**config.mk**
```make
export PLATFORM = sky130hd
export DESIGN_NAME = arct_vec_iter
export DESIGN_NICKNAME = d
export VERILOG_FILES = /design/src/rtl/arct_vec_iter_pkg.sv /design/src/rtl/arct_vec_stage.sv /design/src/rtl/arct_vec_iter.sv
export SDC_FILE = /design/constraint.sdc
export NUM_CORES = 1
export LEC_CHECK = 0
export CORE_UTILIZATION = 39
export CTS_CLUSTER_SIZE = 30
export DETAILED_ROUTE_END_ITERATION = 10
export GPL_ROUTABILITY_DRIVEN = 0
export PLACE_DENSITY_LB_ADDON = 0.08
export SLEW_MARGIN = 40
export SYNTH_ARGS = -nofsm -noshare
export SYNTH_HDL_FRONTEND = slang
export SYNTH_SLANG_ARGS = --single-unit
```
**constraint.sdc**
```tcl
create_clock -name clk -period 7.5 [get_ports clk]
set_clock_uncertainty 0.1 [all_clocks]
set_input_delay 0.75 -clock clk [delete_from_list [all_inputs] [get_ports clk]]
set_output_delay 0.75 -clock clk [all_outputs]
set_load 0.01 [all_outputs]
```
**src/rtl/arct_vec_iter_pkg.sv**
```systemverilog
// ============================================================================
//  Module   : arct_vec_iter_pkg
//  Purpose  : Shared CORDIC constants, atan table and FSM state encoding
//  Revision : 1.0 - initial release
// ============================================================================
`default_nettype none

package arct_vec_iter_pkg;

    localparam int c_n_iter = 6;
    localparam int c_xy_w   = 18;
    localparam int c_z_w    = 17;

    // Quadrant pre-rotation offsets, Q9.8 degrees
    localparam logic [c_z_w-1:0] c_z_pos90 = 17'h05A00;
    localparam logic [c_z_w-1:0] c_z_neg90 = 17'h1A600;

    typedef enum logic [1:0] {
        ST_IDLE = 2'd0,
        ST_ITER = 2'd1,
        ST_DONE = 2'd2
    } vec_state_t;

    // atan(2^-i) in Q8.8 degrees, shared with the rotation-mode pipeline
    function automatic logic [c_z_w-1:0] atan_lut(input logic [2:0] idx);
        logic [c_z_w-1:0] v;
        case (idx)
            3'd0:    v = 17'h02D00;
            3'd1:    v = 17'h01A90;
            3'd2:    v = 17'h00E09;
            3'd3:    v = 17'h00720;
            3'd4:    v = 17'h00393;
            3'd5:    v = 17'h001CA;
            default: v = '0;
        endcase
        return v;
    endfunction

endpackage

`default_nettype wire

```
**src/rtl/arct_vec_stage.sv**
```systemverilog
// ============================================================================
//  Module   : arct_vec_stage
//  Purpose  : One combinational vectoring-mode CORDIC micro-rotation
//  Revision : 1.0 - initial release
// ============================================================================
`default_nettype none

module arct_vec_stage
    import arct_vec_iter_pkg::*;
(
    input  logic signed [c_xy_w-1:0] i_x,
    input  logic signed [c_xy_w-1:0] i_y,
    input  logic        [c_z_w-1:0]  i_z,
    input  logic        [2:0]        i_shift,
    input  logic        [c_z_w-1:0]  i_atan,
    output logic signed [c_xy_w-1:0] o_x,
    output logic signed [c_xy_w-1:0] o_y,
    output logic        [c_z_w-1:0]  o_z
);

    logic signed [c_xy_w-1:0] w_xs;
    logic signed [c_xy_w-1:0] w_ys;

    assign w_xs = i_x >>> i_shift;
    assign w_ys = i_y >>> i_shift;

    // Rotate toward y = 0, accumulating the applied angle in z
    always_comb begin
        if (!i_y[c_xy_w-1]) begin
            o_x = i_x + w_ys;
            o_y = i_y - w_xs;
            o_z = i_z + i_atan;
        end else begin
            o_x = i_x - w_ys;
            o_y = i_y + w_xs;
            o_z = i_z - i_atan;
        end
    end

endmodule

`default_nettype wire

```
**src/rtl/arct_vec_iter.sv**
```systemverilog
// ============================================================================
//  Module   : arct_vec_iter
//  Purpose  : Iterative vectoring CORDIC returning magnitude and atan2 angle
//  Revision : 1.0 - initial release
// ============================================================================
`default_nettype none

module arct_vec_iter
    import arct_vec_iter_pkg::*;
#(
    parameter int N_ITER = c_n_iter
) (
    input  logic               clk,
    input  logic               rst,
    input  logic               in_valid,
    output logic               in_ready,
    input  logic signed [15:0] x_in,
    input  logic signed [15:0] y_in,
    output logic               out_valid,
    input  logic               out_ready,
    output logic [16:0]        mag_out,
    output logic [16:0]        angle_out
);

    vec_state_t               r_state;
    logic        [2:0]        r_i;
    logic signed [c_xy_w-1:0] r_x;
    logic signed [c_xy_w-1:0] r_y;
    logic        [c_z_w-1:0]  r_z;
    logic                     r_zero;
    logic                     r_in_ready;
    logic                     r_out_valid;
    logic        [16:0]       r_mag;
    logic        [16:0]       r_ang;

    logic signed [c_xy_w-1:0] w_xe;
    logic signed [c_xy_w-1:0] w_ye;
    logic signed [c_xy_w-1:0] w_cap_x;
    logic signed [c_xy_w-1:0] w_cap_y;
    logic        [c_z_w-1:0]  w_cap_z;
    logic signed [c_xy_w-1:0] w_nx;
    logic signed [c_xy_w-1:0] w_ny;
    logic        [c_z_w-1:0]  w_nz;
    logic                     w_last;

    assign w_xe   = {{(c_xy_w-16){x_in[15]}}, x_in};
    assign w_ye   = {{(c_xy_w-16){y_in[15]}}, y_in};
    assign w_last = (r_i == 3'(N_ITER - 1));

    // Fold left half-plane inputs into the right half-plane by +/-90 deg
    always_comb begin
        w_cap_x = w_xe;
        w_cap_y = w_ye;
        w_cap_z = '0;
        if (x_in[15]) begin
            if (!y_in[15]) begin
                w_cap_x = w_ye;
                w_cap_y = -w_xe;
                w_cap_z = c_z_pos90;
            end else begin
                w_cap_x = -w_ye;
                w_cap_y = w_xe;
                w_cap_z = c_z_neg90;
            end
        end
    end

    arct_vec_stage u_stage (
        .i_x     (r_x),
        .i_y     (r_y),
        .i_z     (r_z),
        .i_shift (r_i),
        .i_atan  (atan_lut(r_i)),
        .o_x     (w_nx),
        .o_y     (w_ny),
        .o_z     (w_nz)
    );

    always_ff @(posedge clk) begin
        if (rst) begin
            r_state     <= ST_IDLE;
            r_i         <= '0;
            r_x         <= '0;
            r_y         <= '0;
            r_z         <= '0;
            r_zero      <= 1'b0;
            r_in_ready  <= 1'b1;
            r_out_valid <= 1'b0;
            r_mag       <= '0;
            r_ang       <= '0;
        end else begin
            case (r_state)
                ST_IDLE: begin
                    if (in_valid && r_in_ready) begin
                        r_x        <= w_cap_x;
                        r_y        <= w_cap_y;
                        r_z        <= w_cap_z;
                        r_i        <= '0;
                        r_zero     <= (x_in == 16'sd0) && (y_in == 16'sd0);
                        r_in_ready <= 1'b0;
                        r_state    <= ST_ITER;
                    end
                end
                ST_ITER: begin
                    r_x <= w_nx;
                    r_y <= w_ny;
                    r_z <= w_nz;
                    r_i <= r_i + 3'd1;
                    if (w_last) begin
                        r_state     <= ST_DONE;
                        r_out_valid <= 1'b1;
                        r_mag       <= w_nx[16:0];
                        // A zero vector has no defined angle; the iterations would sum every atan entry
                        r_ang       <= r_zero ? '0 : w_nz;
                    end
                end
                ST_DONE: begin
                    if (out_ready) begin
                        r_out_valid <= 1'b0;
                        r_in_ready  <= 1'b1;
                        r_state     <= ST_IDLE;
                    end
                end
                default: r_state <= ST_IDLE;
            endcase
        end
    end

    assign in_ready  = r_in_ready;
    assign out_valid = r_out_valid;
    assign mag_out   = r_mag;
    assign angle_out = r_ang;

endmodule

`default_nettype wire

```
==> impl_results.md, run 1 <==
- Fmax: 0.190 GHz
- CP Data Arrival Time: 5430 ps
- Leakage: between 4 and 5 nW
- Inserted Diodes: 0
- Post-route ant nets: 0
- Num rows: 56
- Yosys warns: 0
- Max IR drop VDD: 126 uV
- Critical path's top delay family: compound AO/OA/AOI/OAI gates
- # H-tree levels: 3
- Post-detailed-routing wire length: 30400 um
- Fin crit period: around 5300 ps
- Multi-input gate area: 7140 um^2
- Setup CP Type: flop to flop
- Post-synth EDFFs: 0
- Final setup vio count: 0
- Asr flop ratio synth: 0%
- Startpoint class of the critical path: flop
- Hold Startpoint: angle_out[1]
- Initial antenna violation count: 0
- Insertion delay to the later sink of the worst-skew pair: 370 ps
- Vias in the first global route: 8597
- Chip Width: 158 um
- Global-route wire length before repair: just under 50000 um
- IO buf count: 71
- Sequential Power Share: 19.6%
- Endpoint class of the critical path: flop
- R2R Path Start: r_i[0]
- Min-delay worst type: flop to flop
- Hold_buf cts: 0
- Core Util, Final: 45.1%
- FF+latch count, synth: between 90 and 100
- Critical Path RT: 7670 ps
- Bufs on Longest Clock Path: 2
- Detail Placement HPWL: 22700 um
- Status: finished, final reports clean
- Slew @ Worst Pin: 830 ps
- Via count of the routed design: 9269
- Nets: 1370
- Die Ht: 158 um
- Max-slew violation count: 0
- Comb power frac: 67.0%
- DRC viols: 0
- Clock slew at reported path FFs: 90 ps
- Sw Share: around 50%
- Synth cell types: 72
- Main flop type after synthesis: dfxtp_1
- Total internal power: around 1.8 mW
- Core Area: approximately 24000 um^2
- Fraction of layout instances using a drive strength above 1: under 10%
- TritonCTS buffer count: 9
- Synthesized area: about 9500 um^2
- Sink Count: 95
- Drt wl/cell: between 15 and 20 um
- Pwr Density: 345 nW/um^2
- Pin count of the biggest net entering global routing: 75
- Crit-path max FO: 28
- Filler cells: roughly 2500
- Vias per inst: 5.81
- Post-synthesis sequential area ratio: 20.1%
- Ports: 72
- Final setup TNS: 0 ps
- Critical-path cell list: inv_1 -> ha_1 -> nor2b_1 -> a21oi_1 -> ha_1 -> ha_1 -> nor3b_1 -> a21oi_1 -> nor2_1 -> a21oi_1 -> ha_1 -> a21o_1 -> a21o_1 -> a21oi_1 -> o31ai_1 -> a2111o_1 -> a2111oi_0 -> nor3_1 -> a221oi_1
- Die area: 24900 um^2
- Initial core utilization: 40.0%
- CP max stage cell: dfxtp_2
- Max cap viols: 0
- Worst slew margin: 44.3%
- Synth Net Count: 1356
- Avg Cell Area, Syn: 7.55 um^2
- Layout Cells excl Fill: around 1600
- Root buf cell: clkbuf_16
- Final worst path period share: 70.1%
- Storage cell area: about 1900 um^2
- RSZ-0062 raised after global routing: no
- Slowest stage delay, CP: 780 ps
- Post-CTS sizing: 0
- CTS tree: done
- Psw: about 1.8 mW
- DR pass1 iterations: 5
- Syn Inst Count: 1256
- Post-CTS Setup Bufs: 0
- Dpl cells: ~1600
- Crit path launch: r_i[0]
- Final Hold Fails: 0
- Clk pwr share: a little over an eighth
- Area growth syn-to-layout: 12.7%
- DRT iter0 DRCs: 596
- Buf/Inv on CP: 1
- Total gr overflow: 0
- Total GRT Usage: between 20% and 30%
-- power by group through the flow --
stage / registers [mW] / clock network (mW) / logic [mW]
5_1_grt: 0.730 / 0.521 / 2.74
3_3_place_gp: 0.727 / 0 / 2.43
2_1_floorplan: 0.648 / 0 / 1.91
6_report: 0.721 / 0.493 / 2.47
4_1_cts: 0.714 / 0.506 / 2.45
3_5_place_dp: 0.726 / 0 / 2.43
-- metrics by stage --
| stage | hold WS, ps | power (mW) | area (um^2) | setup WS [ps] |
|---|---|---|---|---|
| floorplan | 345 | 2.56 | 9480 | 2070 |
| global placement | 343 | 3.16 | 10400 | 2380 |
| detailed placement | 346 | 3.15 | 10400 | 2310 |
| CTS | 360 | 3.67 | 10700 | 2270 |
| global route | 377 | 3.99 | 10700 | 1710 |
| finish | 356 | 3.68 | 10700 | 2240 |
-- metal layers --
layer	track usage [%]	wire, um	vias to the layer above	part of all wire, %
met5	0	0	-	0
met4	6.23	491	0	1.6
met3	4.46	1940	24	6.4
met2	37.8	12900	268	42
met1	36.9	15100	4296	50
li1	-	-	4681	-
-- registers in the layout, indices dropped and copies added, names as in the netlist, 2 cells and up --
name and flops:
r_state 2, r_y 18, r_z 17, angle_out 17, r_i 3, mag_out 17
r_x 18
-- tightest hold or removal path, cell delays in order (launching register included) --
cell	delay [ps]
dfxtp_1	310
nand2_1	50
a21oi_1	50
-- cells by family (layout without fill, tap and decap cells) --
kind of cell | Yosys count | after routing | synth area share, %
AO/OA/AOI/OAI | 390 | 390 | 26.8
XOR/XNOR | 90 | 90 | 8.47
adder cells (fa/ha/maj) | 64 | 64 | 8.68
buffers and inverters | 114 | 133 | 4.91
flip-flops | 95 | 95 | 20.1
multiplexers | 61 | 61 | 9.45
AND/OR/NAND/NOR | 442 | 442 | 21.6
-- cells in the mapped netlist (5+ instances only) --
master	number	share of area, %
nor2_1	158	6.3
a21oi_1	143	7.5
nand2_1	116	4.6
dfxtp_1	95	20
clkbuf_1	63	2.5
ha_1	61	8.0
a211oi_1	49	3.9
xnor2_1	46	4.2
o21ai_0	43	2.3
xor2_1	43	4.0
nand3_1	41	2.2
mux2i_1	34	3.6
nor3_1	32	1.7
inv_1	28	1.1
a21o_1	23	1.8
a31oi_1	19	1.3
o21a_1	15	1.2
buf_1	14	0.55
a22oi_1	13	1.0
mux4_2	13	3.1
nor2b_1	12	0.79
a221oi_1	11	1.0
and3_1	11	0.73
and2_1	10	0.66
nand2b_1	10	0.66
nand4_1	10	0.66
o211ai_1	8	0.63
mux4_1	7	1.9
o31ai_1	7	0.55
or3_1	7	0.46
or4_1	7	0.55
a222oi_1	6	0.63
mux2_2	6	0.71
o22ai_1	6	0.40
or2_2	6	0.40
a2111oi_0	5	0.46
nor4_1	5	0.33
-- cell type report --
cell class              count  area share (%)
inverters                  30            1.07
well taps                 319            3.74
repair buffers             87            7.76
clock inverters             6           0.539
clock buffers              10            2.24
flip-flops and latches     95            17.8
multi-input cells        1047            66.8
-- cell usage in the layout (no fill, tap or decap), types with 23 or more instances in the layout --
master and count:
ha_1 61, clkdlybuf4s50_1 69, o21ai_0 43, xnor2_1 46, xor2_1 43, nor2_1 155, mux2i_1 34, dfxtp_1 93
a21o_1 23, a211oi_1 49, nand2_1 116, a21oi_1 143, inv_1 28, nor3_1 31, nand3_1 41
-- final timing paths --
| kind | to | slack (ps) | cells past startpoint |
|---|---|---|---|
| setup / recovery | r_z[16] | 2240 | 19 |
| hold / removal | angle_out[1] | 360 | 2 |
| setup reg to reg | r_z[16] | 2240 | 19 |
| hold reg to reg | angle_out[1] | 360 | 2 |
Note: power is estimated with default switching activity, not from simulation.
==> inputs of run 2 (changes only) <==
==> constraint.sdc (replaced) <==
create_clock -name clk -period 5.1 [get_ports clk]
set_clock_uncertainty 0.1 [all_clocks]
set_input_delay 0.51 -clock clk [delete_from_list [all_inputs] [get_ports clk]]
set_output_delay 0.51 -clock clk [all_outputs]
set_load 0.01 [all_outputs]
==> run 2 against run 1 <==
  * Sequential power is 44% higher
  * Flip-flop and latch count stayed put
  * Cell area is 0.69% higher
  * Count of clock-buffer cells in the layout stayed put
  * Setup slack worse by 1900 ps
  * Routed wire length is 2.7% higher
  * Critical path depth is 2 lower
==> impl_results.md, run 2 (same netlist as run 1, synthesis figures left out) <==
- Most common cell after layout, fill and taps aside: nor2_1
- Crit-path max FO: 69 (+150%)
- Total GRT Usage: 25.6% (+0.40 points)
- Chip Width: 158 um (unchanged)
- Fin crit period: 4710 ps (-548 ps)
- Power Total: 5.42 mW (+47%)
- Fin area: 10800 um^2 (+0.69%)
- Post-detailed-routing wire length: 31300 um (+2.7%)
- Root buf cell: clkbuf_16
- Max IR drop VDD: 168 uV (+34%)
- Vias in the first global route: 8623 (+0.30%)
- Die area: 24900 um^2 (unchanged)
- Final Hold Fails: 0 (unchanged)
- Leakage: 4.18 nW (+0.62%)
- Inserted Diodes: 0 (unchanged)
- Bufs on Longest Clock Path: 2 (unchanged)
- Final setup vio count: 0 (unchanged)
- Min-delay worst type: flop to flop
- Global-route wire length before repair: 49100 um (+1.7%)
- Num rows: 56 (unchanged)
- Max-slew violation count: 0 (unchanged)
- Area growth syn-to-layout: 13.4%
- Drt wl/cell: 19.5 um (+2.1%)
- Nets: 1379 (+0.66%)
- Worst slew margin: 43.6% (-0.73 points)
- CTS tree: done
- Setup CP Type: flop to flop
- Via count of the routed design: 9455 (+2.0%)
- Startpoint class of the critical path: flop
- Pwr Density: 504 nW/um^2 (+46%)
- Sequential Power Share: 19.1% (-0.5 points)
- Fraction of layout instances using a drive strength above 1: 6.31% (+0.50 points)
- Initial antenna violation count: 0 (unchanged)
- Total gr overflow: 0 (unchanged)
- DRT iter0 DRCs: 918 (+54%)
- Pin count of the biggest net entering global routing: 70 (-6.7%)
- Multi-input gate area: 7140 um^2 (about the same)
- Die Ht: 158 um (unchanged)
- Vias per inst: 5.90 (+1.4%)
- Ports: 72 (unchanged)
- CP Data Arrival Time: 4840 ps (-590 ps)
- Final setup TNS: 0 ps (unchanged)
- Filler cells: 2487 (+1.2%)
- Largest registers: r_x (18), r_y (18)
- Slack of the critical path: 388 ps (-1850 ps)
- Max cap viols: 0 (unchanged)
- Clock slew at reported path FFs: 70 ps (-20 ps)
- Endpoint class of the critical path: flop
- Insertion delay to the later sink of the worst-skew pair: 370 ps (about the same)
- Initial core utilization: 40.0% (unchanged)
- Core Util, Final: 45.4% (+0.31 points)
- Core Area: 23700 um^2 (unchanged)
- Clk pwr share: 12.5% (-0.9 points)
- DR pass1 iterations: 5 (unchanged)
- # H-tree levels: 3 (unchanged)
- Hold_buf cts: 0 (unchanged)
- Sw Share: 50.0% (about the same)
- Final worst path period share: 92.4% (+22 points)
- TritonCTS buffer count: 9 (unchanged)
- Placed instance area: 10500 um^2 (+0.86%)
- Critical Path RT: 5230 ps (-2440 ps)
- Detail Placement HPWL: 23200 um (+1.9%)
- Post-route ant nets: 0 (unchanged)
- Slew @ Worst Pin: 841 ps (+10.9 ps)
- Status: finished, final reports clean
- RSZ-0062 raised after global routing: no
- Most frequent cells in the layout: nor2_1 (155), a21oi_1 (143), nand2_1 (116), dfxtp_1 (93), clkdlybuf4s50_1 (69)
- IO buf count: 71 (unchanged)
- Comb power frac: 68.3% (+1.3 points)
- Sink Count: 95 (unchanged)
- Total internal power: 2.71 mW (+47%)
- Setup slack at placement: 403 ps (-1910 ps)
- Storage cell area: 1900 um^2 (unchanged)
- Fmax: 0.212 GHz (+12%)
- Psw: 2.71 mW (+47%)
- DRC viols: 0 (unchanged)
-- run 2: cell types whose count changed in the layout (fill, tap and decap cells not counted), moves of 2 or more --
cell	change
buf_4	+8
clkinvlp_4	+3
a2111oi_0	-2
a2111oi_1	+2
buf_12	+2
-- run 2: critical path: stages, from the launching register on --
cell and delay, ps:
dfxtp_2 350, buf_12 300, mux2i_1 350, mux2i_1 130, and2_1 170, a31oi_1 210
ha_1 270, nor2_1 90, a21oi_1 80, fa_1 450, a21o_1 170, a21o_1 200
a2111oi_1 560, o31ai_1 270, a221oi_1 450, o21ai_0 190, nand2_1 90, o221ai_1 100
-- run 2: power groups by stage --
stage | Sequential [mW] | Combinational, mW | Clock, mW
2_1_floorplan | 0.954 | 2.81 | 0
3_3_place_gp | 1.05 | 3.64 | 0
3_5_place_dp | 1.04 | 3.63 | 0
4_1_cts | 1.03 | 3.66 | 0.696
5_1_grt | 1.05 | 4.08 | 0.720
6_report | 1.04 | 3.70 | 0.679
-- run 2: layer usage --
metal	routed length [um]	GRT usage [%]
met4	503	6.91
met2	13200	38.4
met3	1850	3.50
met1	15700	38.0
met5	0	0
-- run 2: cell type report --
| type | instances | area share [%] |
|---|---|---|
| clock inverters | 6 | 0.477 |
| well taps | 319 | 3.71 |
| repair buffers | 96 | 8.54 |
| flip-flops and latches | 95 | 17.7 |
| clock buffers | 10 | 2.13 |
| multi-input cells | 1047 | 66.4 |
| inverters | 30 | 1.05 |
-- run 2: path summary, 6_finish.rpt --
| kind | slack, ps | from | end | depth (start not counted) |
|---|---|---|---|---|
| worst min register to register | 350 | mag_out[5] | mag_out[5] | 2 |
| worst max register to register | 390 | r_i[0] | r_y[16] | 17 |
| worst max-delay path | 390 | r_i[0] | r_y[16] | 17 |
| worst min-delay path | 350 | mag_out[5] | mag_out[5] | 2 |
-- run 2: metrics by stage --
stage | std cells | hold slack [ps]
global route | 1603 | 369
finish | 1603 | 353
CTS | 1603 | 357
floorplan | 1256 | 345
global placement | 1587 | 341
detailed placement | 1587 | 347
-- run 2: what timing repair did --
item	4_1_cts	5_1_grt
setup endpoints to repair	0	2
gates resized for setup	0	1
setup buffers	0	0
==> inputs of run 3 (changes only) <==
--- a/config.mk
+++ b/config.mk
@@ -6,6 +6,7 @@
 export NUM_CORES = 1
 export LEC_CHECK = 0
 export CORE_UTILIZATION = 39
+export CTS_CLUSTER_DIAMETER = 120
 export CTS_CLUSTER_SIZE = 30
 export DETAILED_ROUTE_END_ITERATION = 10
 export GPL_ROUTABILITY_DRIVEN = 0
==> results of run 3 <==
Final layout, timing and power as in run 2 (identical DEF).
